`src/rtl/dbus_ctrl_if.sv`:
```
// dbus_ctrl_if: core memory-stage request port plus external bus port of dbus_ctrl
interface dbus_ctrl_if;
  logic        c_req;
  logic        c_write;
  logic [1:0]  c_size;
  logic [31:0] c_addr;
  logic [31:0] c_wdata;
  logic [31:0] c_rdata;
  logic        c_stall;
  logic        c_fault;
  logic        b_mreq;
  logic        b_write;
  logic [1:0]  b_size;
  logic [31:0] b_addr;
  logic [31:0] b_dout;
  logic        b_oe;
  logic [31:0] b_din;
  logic        b_ack_n;
  modport master (
    output c_req, c_write, c_size, c_addr, c_wdata, b_din, b_ack_n,
    input  c_rdata, c_stall, c_fault, b_mreq, b_write, b_size, b_addr, b_dout, b_oe
  );
  modport slave (
    input  c_req, c_write, c_size, c_addr, c_wdata, b_din, b_ack_n,
    output c_rdata, c_stall, c_fault, b_mreq, b_write, b_size, b_addr, b_dout, b_oe
  );
endinterface

```
`src/rtl/dbus_ctrl.sv`:
```
// dbus_ctrl: core data-access to external bus bridge with alignment fault detection.
// Optional access timeout enabled by defining BUS_TIMEOUT_EN.
module dbus_ctrl #(
  parameter int TIMEOUT = 15
) (
  input logic       clk,
  input logic       rst,
  dbus_ctrl_if.slave bus
);
  typedef enum logic [1:0] {IDLE, ACCESS, DONE} state_t;
  state_t      state_q, state_d;
  logic        mreq_q, mreq_d, write_q, write_d, fault_q, fault_d, aligned;
  logic [1:0]  size_q, size_d;
  logic [31:0] addr_q, addr_d, dout_q, dout_d, rdata_q, rdata_d, repl;
  if (TIMEOUT < 1) begin : g_bad_timeout
    $error("TIMEOUT must be at least 1");
  end
`ifdef BUS_TIMEOUT_EN
  localparam int CW = $clog2(TIMEOUT + 1);
  logic [CW-1:0] cnt_q, cnt_d;
`endif
  always_comb begin
    aligned = bus.c_size == 2'b00 || (bus.c_size == 2'b01 && !bus.c_addr[0]) ||
              (bus.c_size == 2'b10 && bus.c_addr[1:0] == 2'b00);
    repl = bus.c_size == 2'b00 ? {4{bus.c_wdata[7:0]}} :
           bus.c_size == 2'b01 ? {2{bus.c_wdata[15:0]}} : bus.c_wdata;
    state_d = state_q;
    mreq_d  = mreq_q;
    write_d = write_q;
    size_d  = size_q;
    addr_d  = addr_q;
    dout_d  = dout_q;
    rdata_d = rdata_q;
    fault_d = 1'b0;
`ifdef BUS_TIMEOUT_EN
    cnt_d   = cnt_q;
`endif
    case (state_q)
      IDLE: if (bus.c_req) begin
        if (aligned) begin
          state_d = ACCESS;
          mreq_d  = 1'b1;
          write_d = bus.c_write;
          size_d  = bus.c_size;
          addr_d  = bus.c_addr;
          dout_d  = repl;
`ifdef BUS_TIMEOUT_EN
          cnt_d   = '0;
`endif
        end else begin
          state_d = DONE;
          fault_d = 1'b1;
        end
      end
      ACCESS: if (!bus.b_ack_n) begin
        state_d = DONE;
        mreq_d  = 1'b0;
        rdata_d = write_q ? rdata_q : bus.b_din;
      end
`ifdef BUS_TIMEOUT_EN
      // ack is tested first so a late ack on the limit cycle still completes normally
      else if (cnt_q == CW'(TIMEOUT - 1)) begin
        state_d = DONE;
        mreq_d  = 1'b0;
        fault_d = 1'b1;
        rdata_d = '0;
      end else cnt_d = cnt_q + 1'b1;
`endif
      default: state_d = IDLE;
    endcase
  end
  always_ff @(posedge clk or posedge rst) begin
    if (rst) begin
      state_q <= IDLE;
      mreq_q  <= 1'b0;
      write_q <= 1'b0;
      size_q  <= 2'b00;
      addr_q  <= '0;
      dout_q  <= '0;
      rdata_q <= '0;
      fault_q <= 1'b0;
`ifdef BUS_TIMEOUT_EN
      cnt_q   <= '0;
`endif
    end else begin
      state_q <= state_d;
      mreq_q  <= mreq_d;
      write_q <= write_d;
      size_q  <= size_d;
      addr_q  <= addr_d;
      dout_q  <= dout_d;
      rdata_q <= rdata_d;
      fault_q <= fault_d;
`ifdef BUS_TIMEOUT_EN
      cnt_q   <= cnt_d;
`endif
    end
  end
  assign bus.c_stall = (state_q == IDLE && bus.c_req && aligned) || state_q == ACCESS;
  assign bus.c_rdata = rdata_q;
  assign bus.c_fault = fault_q;
  assign bus.b_mreq  = mreq_q;
  assign bus.b_write = write_q;
  assign bus.b_size  = size_q;
  assign bus.b_addr  = addr_q;
  assign bus.b_dout  = dout_q;
  assign bus.b_oe    = mreq_q & write_q;
endmodule
```
`src/flat_wrapper.sv`:
```
// flat-port wrapper written by rule: the top's interface ports become plain ports
module dbus_ctrl_flat 
#(
  parameter int TIMEOUT = 15
)
  (clk, rst, bus_c_req, bus_c_write, bus_c_size, bus_c_addr, bus_c_wdata, bus_b_din, bus_b_ack_n, bus_c_rdata, bus_c_stall, bus_c_fault, bus_b_mreq, bus_b_write, bus_b_size, bus_b_addr, bus_b_dout, bus_b_oe);
  dbus_ctrl_if bus_i ();
  input logic clk;
  input logic rst;
  input wire logic [$bits(bus_i.c_req)-1:0] bus_c_req;
  input wire logic [$bits(bus_i.c_write)-1:0] bus_c_write;
  input wire logic [$bits(bus_i.c_size)-1:0] bus_c_size;
  input wire logic [$bits(bus_i.c_addr)-1:0] bus_c_addr;
  input wire logic [$bits(bus_i.c_wdata)-1:0] bus_c_wdata;
  input wire logic [$bits(bus_i.b_din)-1:0] bus_b_din;
  input wire logic [$bits(bus_i.b_ack_n)-1:0] bus_b_ack_n;
  output wire logic [$bits(bus_i.c_rdata)-1:0] bus_c_rdata;
  output wire logic [$bits(bus_i.c_stall)-1:0] bus_c_stall;
  output wire logic [$bits(bus_i.c_fault)-1:0] bus_c_fault;
  output wire logic [$bits(bus_i.b_mreq)-1:0] bus_b_mreq;
  output wire logic [$bits(bus_i.b_write)-1:0] bus_b_write;
  output wire logic [$bits(bus_i.b_size)-1:0] bus_b_size;
  output wire logic [$bits(bus_i.b_addr)-1:0] bus_b_addr;
  output wire logic [$bits(bus_i.b_dout)-1:0] bus_b_dout;
  output wire logic [$bits(bus_i.b_oe)-1:0] bus_b_oe;
  assign bus_i.c_req = bus_c_req;
  assign bus_i.c_write = bus_c_write;
  assign bus_i.c_size = bus_c_size;
  assign bus_i.c_addr = bus_c_addr;
  assign bus_i.c_wdata = bus_c_wdata;
  assign bus_i.b_din = bus_b_din;
  assign bus_i.b_ack_n = bus_b_ack_n;
  assign bus_c_rdata = bus_i.c_rdata;
  assign bus_c_stall = bus_i.c_stall;
  assign bus_c_fault = bus_i.c_fault;
  assign bus_b_mreq = bus_i.b_mreq;
  assign bus_b_write = bus_i.b_write;
  assign bus_b_size = bus_i.b_size;
  assign bus_b_addr = bus_i.b_addr;
  assign bus_b_dout = bus_i.b_dout;
  assign bus_b_oe = bus_i.b_oe;
  dbus_ctrl #(.TIMEOUT(TIMEOUT)) u_core (.clk(clk), .rst(rst), .bus(bus_i));
endmodule
```
`config.mk`:
```
export PLATFORM = sky130hd
export DESIGN_NAME = dbus_ctrl_flat
export DESIGN_NICKNAME = d
export VERILOG_FILES = /design/src/rtl/dbus_ctrl_if.sv /design/src/rtl/dbus_ctrl.sv /design/src/flat_wrapper.sv
export SDC_FILE = /design/constraint.sdc
export NUM_CORES = 1
export LEC_CHECK = 0
export ABC_AREA = 0
export CAP_MARGIN = 10
export CORE_MARGIN = 2
export CORE_UTILIZATION = 40
export DETAILED_ROUTE_END_ITERATION = 8
export PLACE_DENSITY = 0.79
export SYNTH_ARGS = -nofsm -noshare
export SYNTH_HDL_FRONTEND = slang
export SYNTH_SLANG_ARGS = --single-unit
```
`constraint.sdc`:
```
create_clock -name clk -period 8.8 [get_ports clk]
set_input_delay 1.76 -clock clk [delete_from_list [all_inputs] [get_ports clk]]
set_output_delay 1.76 -clock clk [all_outputs]
set_load 0.1 [all_outputs]
```
==> results.yml, run 1 <==
timing:
  final.min_clock_period_ps: 6150
  timing.slew.headroom_pct: 31.1
  final_hold_viol_count: 0
  maxSlewViolCount: 0
  grt_setup_unrepaired: "false"
  timing_worst_slew_pin_value_ps: 1030
  hold_slack_ps: 492
  fmax_ghz: 0.163
  setup-tns-final_ps: 0
  clock_skew_ps: 7.42
  setup_viol: 0
  post-route-period-util_pct: 69.8
logic_synthesis:
  syn_nets: 377
  synth_register_bits: 103
  netlist-cell-type-count: 22
  post_synthesis_cells: 274
  mean_instance_size_in_the_synthesized_netlist_um2: 15.8
  synth_area_um2: 4320
  synth_warnings: 0
  synth_seq_area_share_pct: 59.7
worst_setup_path:
  worstReg2RegStart: "u_core.state_q[0]"
  worstSetupPathType: "input port to primary output"
  worstPathMaxFanout: 12
  crit-reg2reg-capture: "u_core.bus.b_size[0]"
  r2r_setup_slack_ps: 6850
  startpoint: "bus_c_size[0]"
  wp_data_required_ps: 7040
  worstPathArrival_ps: 4390
  timing.critical_path.cells: "clkdlybuf4s50_1, nor3_1, o21ai_4, o21ai_0, clkdlybuf4s50_1"
  worst_r2r_path_depth: 4
  critical-path-max-stage-delay_ps: 1180
  startpoint_type: "input port"
  critical_path_sink_type: "primary output"
  worstSetupEndpoint: "bus_c_stall"
  worst_path_max_delay_cell: "clkdlybuf4s50_1"
  critical-path-top-cell-by-count: "clkdlybuf4s50_1"
routing:
  routed-via-count: 2966
  detail_route.drc_violations: 0
  post_drt_via_cell_ratio: 4.79
  wl_per_cell_um: 16.4
  antenna_violating_nets_post_route: 0
  firstDrtPassIters: 4
  drt_iter0_drc: 61
  drt-total-wl_um: 10100
finish:
  design.final.nets: 582
  total_area_of_multi_input_combinational_cells_um2: 1600
  area_delta_synth_final_pct: 52.9
  filler_cell_count: 808
  layout_common_cells: "clkdlybuf4s50_1, dfrtp_1, mux2_2"
  layout-drive-gt1-share_pct: 23.0
  layout.cells.non_filler: 619
  diodes: 0
  sequential_cell_area_um2: 2580
  layout.cells.most_common: "clkdlybuf4s50_1"
floorplan:
  die_width_um: 108
  floorplan.initialDensity_pct: 41.5
  die-area_um2: 11600
  core_region_area_um2: 10400
  die_h_um: 108
  boundaryPins: 206
  num_rows: 37
clock_tree:
  ctsRootBufferMaster: "clkbuf_8"
  ctsHtreeMaxLevel: 3
  cts.sink_count: 103
  cts_setup_buffers: 0
  clock_latency_ps: 350
  cts-root-to-sink-buffers: 2
  tritoncts_clock_tree: "yes"
  post_cts_hold_buffer_count: 0
  reg_clk_slew_reported_paths_ps: 80
  cts-resized-gates: 0
  cts_buffers: 9
place:
  gp_congestion: 0.721
  dpl.cell_count: 604
  dp_hpwl_um: 7540
  port_buffers: 205
global_route:
  track_usage_pct: 17.4
  grt_pass1_wl_um: 15700
  grt_remaining_overflow: 0
  via_count_of_the_first_global_routing_pass: 3111
  grt_antenna_before_repair: 0
  pin_count_of_the_biggest_net_entering_global_routing: 70
status:
  outcome: "complete, no violations"
run:
  cap_viol_max_count: 0
hold_path:
  timing.hold.worst.class: "flop to flop"
cell families (layout without fill, tap and decap cells):
| logic type | Yosys count | in the layout | share of synthesized area, % |
|---|---|---|---|
| muxes | 123 | 123 | 32.7 |
| DFF | 103 | 103 | 59.7 |
| and+or+nand+nor | 18 | 18 | 2.55 |
| AOI/OAI and AO/OA | 12 | 12 | 1.62 |
| buffers and inverters | 18 | 227 | 3.48 |
layout make-up:
| cell class | instances | area share [%] |
|---|---|---|
| Sequential cell | 103 | 39.0 |
| Timing Repair Buffer | 208 | 31.4 |
| Multi-Input combinational cell | 153 | 24.2 |
| Tap cell | 136 | 2.58 |
| Clock buffer | 12 | 2.20 |
| Clock inverter | 3 | 0.303 |
| Inverter | 4 | 0.265 |
flip-flops by register name (all words and copies together), names as in the netlist:
register,count
u_core.bus.b_addr,32
u_core.bus.b_dout,32
u_core.bus.b_mreq,1
u_core.bus.b_size,2
u_core.bus.b_write,1
u_core.bus.c_fault,1
u_core.bus.c_rdata,32
u_core.state_q,2
routing by layer:
metal | vias up | track usage (%) | routed length [µm]
met5 | - | 0 | 0
met4 | 0 | 6.50 | 216
met2 | 121 | 30.5 | 5060
li1 | 1375 | - | -
met1 | 1454 | 19.5 | 3980
met3 | 16 | 6.23 | 892
worst max-delay path, delay by kind of cell:
family,cells,cell delay (ps)
AND/OR/NAND/NOR,1,510
AO/OA/AOI/OAI,2,170
buffers and inverters,2,1950
metrics by stage:
step	instance area [µm²]	util, %	setup WS, ps
floorplan	4320	-	3580
global placement	6440	61.8	2600
detailed placement	6440	61.8	2620
CTS	6610	63.4	2620
global route	6610	63.4	2500
finish	6610	63.4	2650
cell usage after synthesis, drive strengths merged:
library cell	number	area, µm²
o21ai	10	53.8
inv	4	15.0
or3b	2	20.0
nand3b	1	7.51
a21oi	1	8.76
nor3	1	5.00
nor3b	1	7.51
nand2	10	37.5
mux2i	8	80.1
buf	12	128
a21boi	1	7.51
and2	1	6.26
clkbuf	2	7.51
mux2	115	1330
nor2	2	26.3
dfrtp	103	2580
worst min path at each step:
stage	startpoint	end	slack (ps)	depth (start not counted)
floorplan	u_core.state_q[0]	u_core.state_q[0]	510	2
finish	u_core.bus.c_rdata[18]	u_core.bus.c_rdata[18]	490	1
CTS	u_core.bus.c_rdata[18]	u_core.bus.c_rdata[18]	490	1
global placement	u_core.bus.c_rdata[11]	u_core.bus.c_rdata[11]	470	1
global route	u_core.bus.b_addr[6]	u_core.bus.b_addr[6]	510	1
detailed placement	u_core.bus.c_rdata[10]	u_core.bus.c_rdata[10]	470	1
Power of run 1 is not shown: default switching activity piles up to over one toggle a cycle in this logic, so the estimate is an artifact.
==> inputs of run 2 (changes only) <==
--- a/config.mk
+++ b/config.mk
@@ -8,9 +8,9 @@
 export ABC_AREA = 0
 export CAP_MARGIN = 10
 export CORE_MARGIN = 2
-export CORE_UTILIZATION = 40
+export CORE_UTILIZATION = 37
 export DETAILED_ROUTE_END_ITERATION = 8
-export PLACE_DENSITY = 0.79
+export PLACE_DENSITY = 0.77
 export SYNTH_ARGS = -nofsm -noshare
 export SYNTH_HDL_FRONTEND = slang
 export SYNTH_SLANG_ARGS = --single-unit
==> constraint.sdc (replaced) <==
create_clock -name clk -period 5.2 [get_ports clk]
set_input_delay 1.04 -clock clk [delete_from_list [all_inputs] [get_ports clk]]
set_output_delay 1.04 -clock clk [all_outputs]
set_load 0.1 [all_outputs]
==> run 2 against run 1 <==
Setup slack worse by 990 ps. Critical endpoint unchanged. Hold slack worse by 8.2 ps. Sequential share of layout area down 1.0 points. Sequential cell count unchanged. Cell count up 1.5%.
==> results.yml, run 2 (same netlist as run 1, synthesis figures left out) <==
status:
  outcome: "complete, no violations"
timing:
  setup_viol: 0
  setup-tns-final_ps: 0
  final_critical_path_setup_slack_ps: 1660
  timing_worst_slew_pin_value_ps: 1060
  clock_skew_ps: 7.14
  maxSlewViolCount: 0
  post-route-period-util_pct: 68.0
  timing.slew.headroom_pct: 29.2
  grt_setup_unrepaired: "false"
  fmax_ghz: 0.283
  hold_slack_ps: 483
  final.min_clock_period_ps: 3540
  final_hold_viol_count: 0
routing:
  drt_iter0_drc: 88
  post_drt_via_cell_ratio: 4.76
  routed-via-count: 2991
  firstDrtPassIters: 4
  detail_route.drc_violations: 0
  antenna_violating_nets_post_route: 0
  wl_per_cell_um: 16.2
  drt-total-wl_um: 10200
floorplan:
  die-area_um2: 12600
  num_rows: 39
  boundaryPins: 206
  die_width_um: 112
  core_region_area_um2: 11400
  die_h_um: 112
  floorplan.initialDensity_pct: 37.8
global_route:
  grt_antenna_before_repair: 0
  grt_remaining_overflow: 0
  pin_count_of_the_biggest_net_entering_global_routing: 70
  grt_pass1_wl_um: 16400
  track_usage_pct: 16.4
  via_count_of_the_first_global_routing_pass: 3216
worst_setup_path:
  worstPathArrival_ps: 2500
  wp_data_required_ps: 4160
  critical_path_sink_type: "primary output"
  worstPathMaxFanout: 12
  startpoint_type: "input port"
  critical-path-max-stage-delay_ps: 400
  worstSetupPathType: "input port to primary output"
  critical-path-top-cell-by-count: "buf_4"
  worst_path_max_delay_cell: "clkdlybuf4s50_1"
  timing.critical_path.cells: "clkdlybuf4s50_1, buf_4, nor3_1, o21ai_4, o21ai_0, buf_4"
clock_tree:
  ctsRootBufferMaster: "clkbuf_16"
  ctsHtreeMaxLevel: 3
  cts-root-to-sink-buffers: 2
  post_cts_hold_buffer_count: 0
  cts-resized-gates: 0
  cts_setup_buffers: 0
  cts_buffers: 9
  cts.sink_count: 103
  reg_clk_slew_reported_paths_ps: 60
  clock_latency_ps: 330
  tritoncts_clock_tree: "yes"
finish:
  design.final.nets: 583
  area_delta_synth_final_pct: 57.1
  layout-drive-gt1-share_pct: 23.9
  diodes: 0
  filler_cell_count: 935
  layout_common_cells: "clkdlybuf4s50_1, dfrtp_1, mux2_2"
  layout.cells.most_common: "clkdlybuf4s50_1"
place:
  place_worst_setup_slack_ps: 1650
  port_buffers: 205
  dp_hpwl_um: 7470
  gp_congestion: 0.762
run:
  cap_viol_max_count: 0
hold_path:
  timing.hold.worst.class: "flop to flop"
==> run 2: worst max-delay path: cells and delay by family <==
kind	cells	cell delay, ps
AOI/OAI and AO/OA	2	170
and+or+nand+nor	1	370
buffers and inverters	3	920
==> run 2: routing by layer <==
layer  share of wire (%)  up-vias  GRT usage [%]
met4                 1.6        0           5.69
met5                   0        -              0
met1                  41     1479           19.8
li1                    -     1380              -
met3                 7.6       14           5.02
met2                  50      118           28.0
==> run 2: area by class of cell <==
| class | instances | area (µm²) | area share, % |
|---|---|---|---|
| Multi-Input combinational cell | 153 | 1600 | 23.6 |
| Clock buffer | 11 | 253 | 3.72 |
| Inverter | 4 | 17.5 | 0.258 |
| Timing Repair Buffer | 209 | 2080 | 30.6 |
| Sequential cell | 103 | 2580 | 38.0 |
| Tap cell | 143 | 179 | 2.64 |
| Clock inverter | 5 | 78.8 | 1.16 |
==> run 2: metrics by stage <==
step / cell area (µm²) / utilization [%] / std cells
2_1_floorplan: 4320 / - / 274
3_3_place_gp: 6450 / 56.5 / 612
3_5_place_dp: 6450 / 56.5 / 612
4_1_cts: 6790 / 59.4 / 628
5_1_grt: 6790 / 59.4 / 628
6_report: 6790 / 59.4 / 628
==> run 2: final timing paths <==
kind                                   startpoint                     end  slack, ps  cells past startpoint
setup / recovery                    bus_c_size[0]             bus_c_stall       1660                      6
hold / removal             u_core.bus.c_rdata[21]  u_core.bus.c_rdata[21]        480                      1
setup reg to reg                u_core.state_q[0]   u_core.bus.b_dout[26]       3270                      4
hold reg to reg            u_core.bus.c_rdata[21]  u_core.bus.c_rdata[21]        480                      1
max in group asynchronous                     rst  u_core.bus.c_rdata[21]       3000                      3
min in group asynchronous                     rst   u_core.bus.b_addr[15]       1190                      2
Power of run 2 is left out for the same reason.
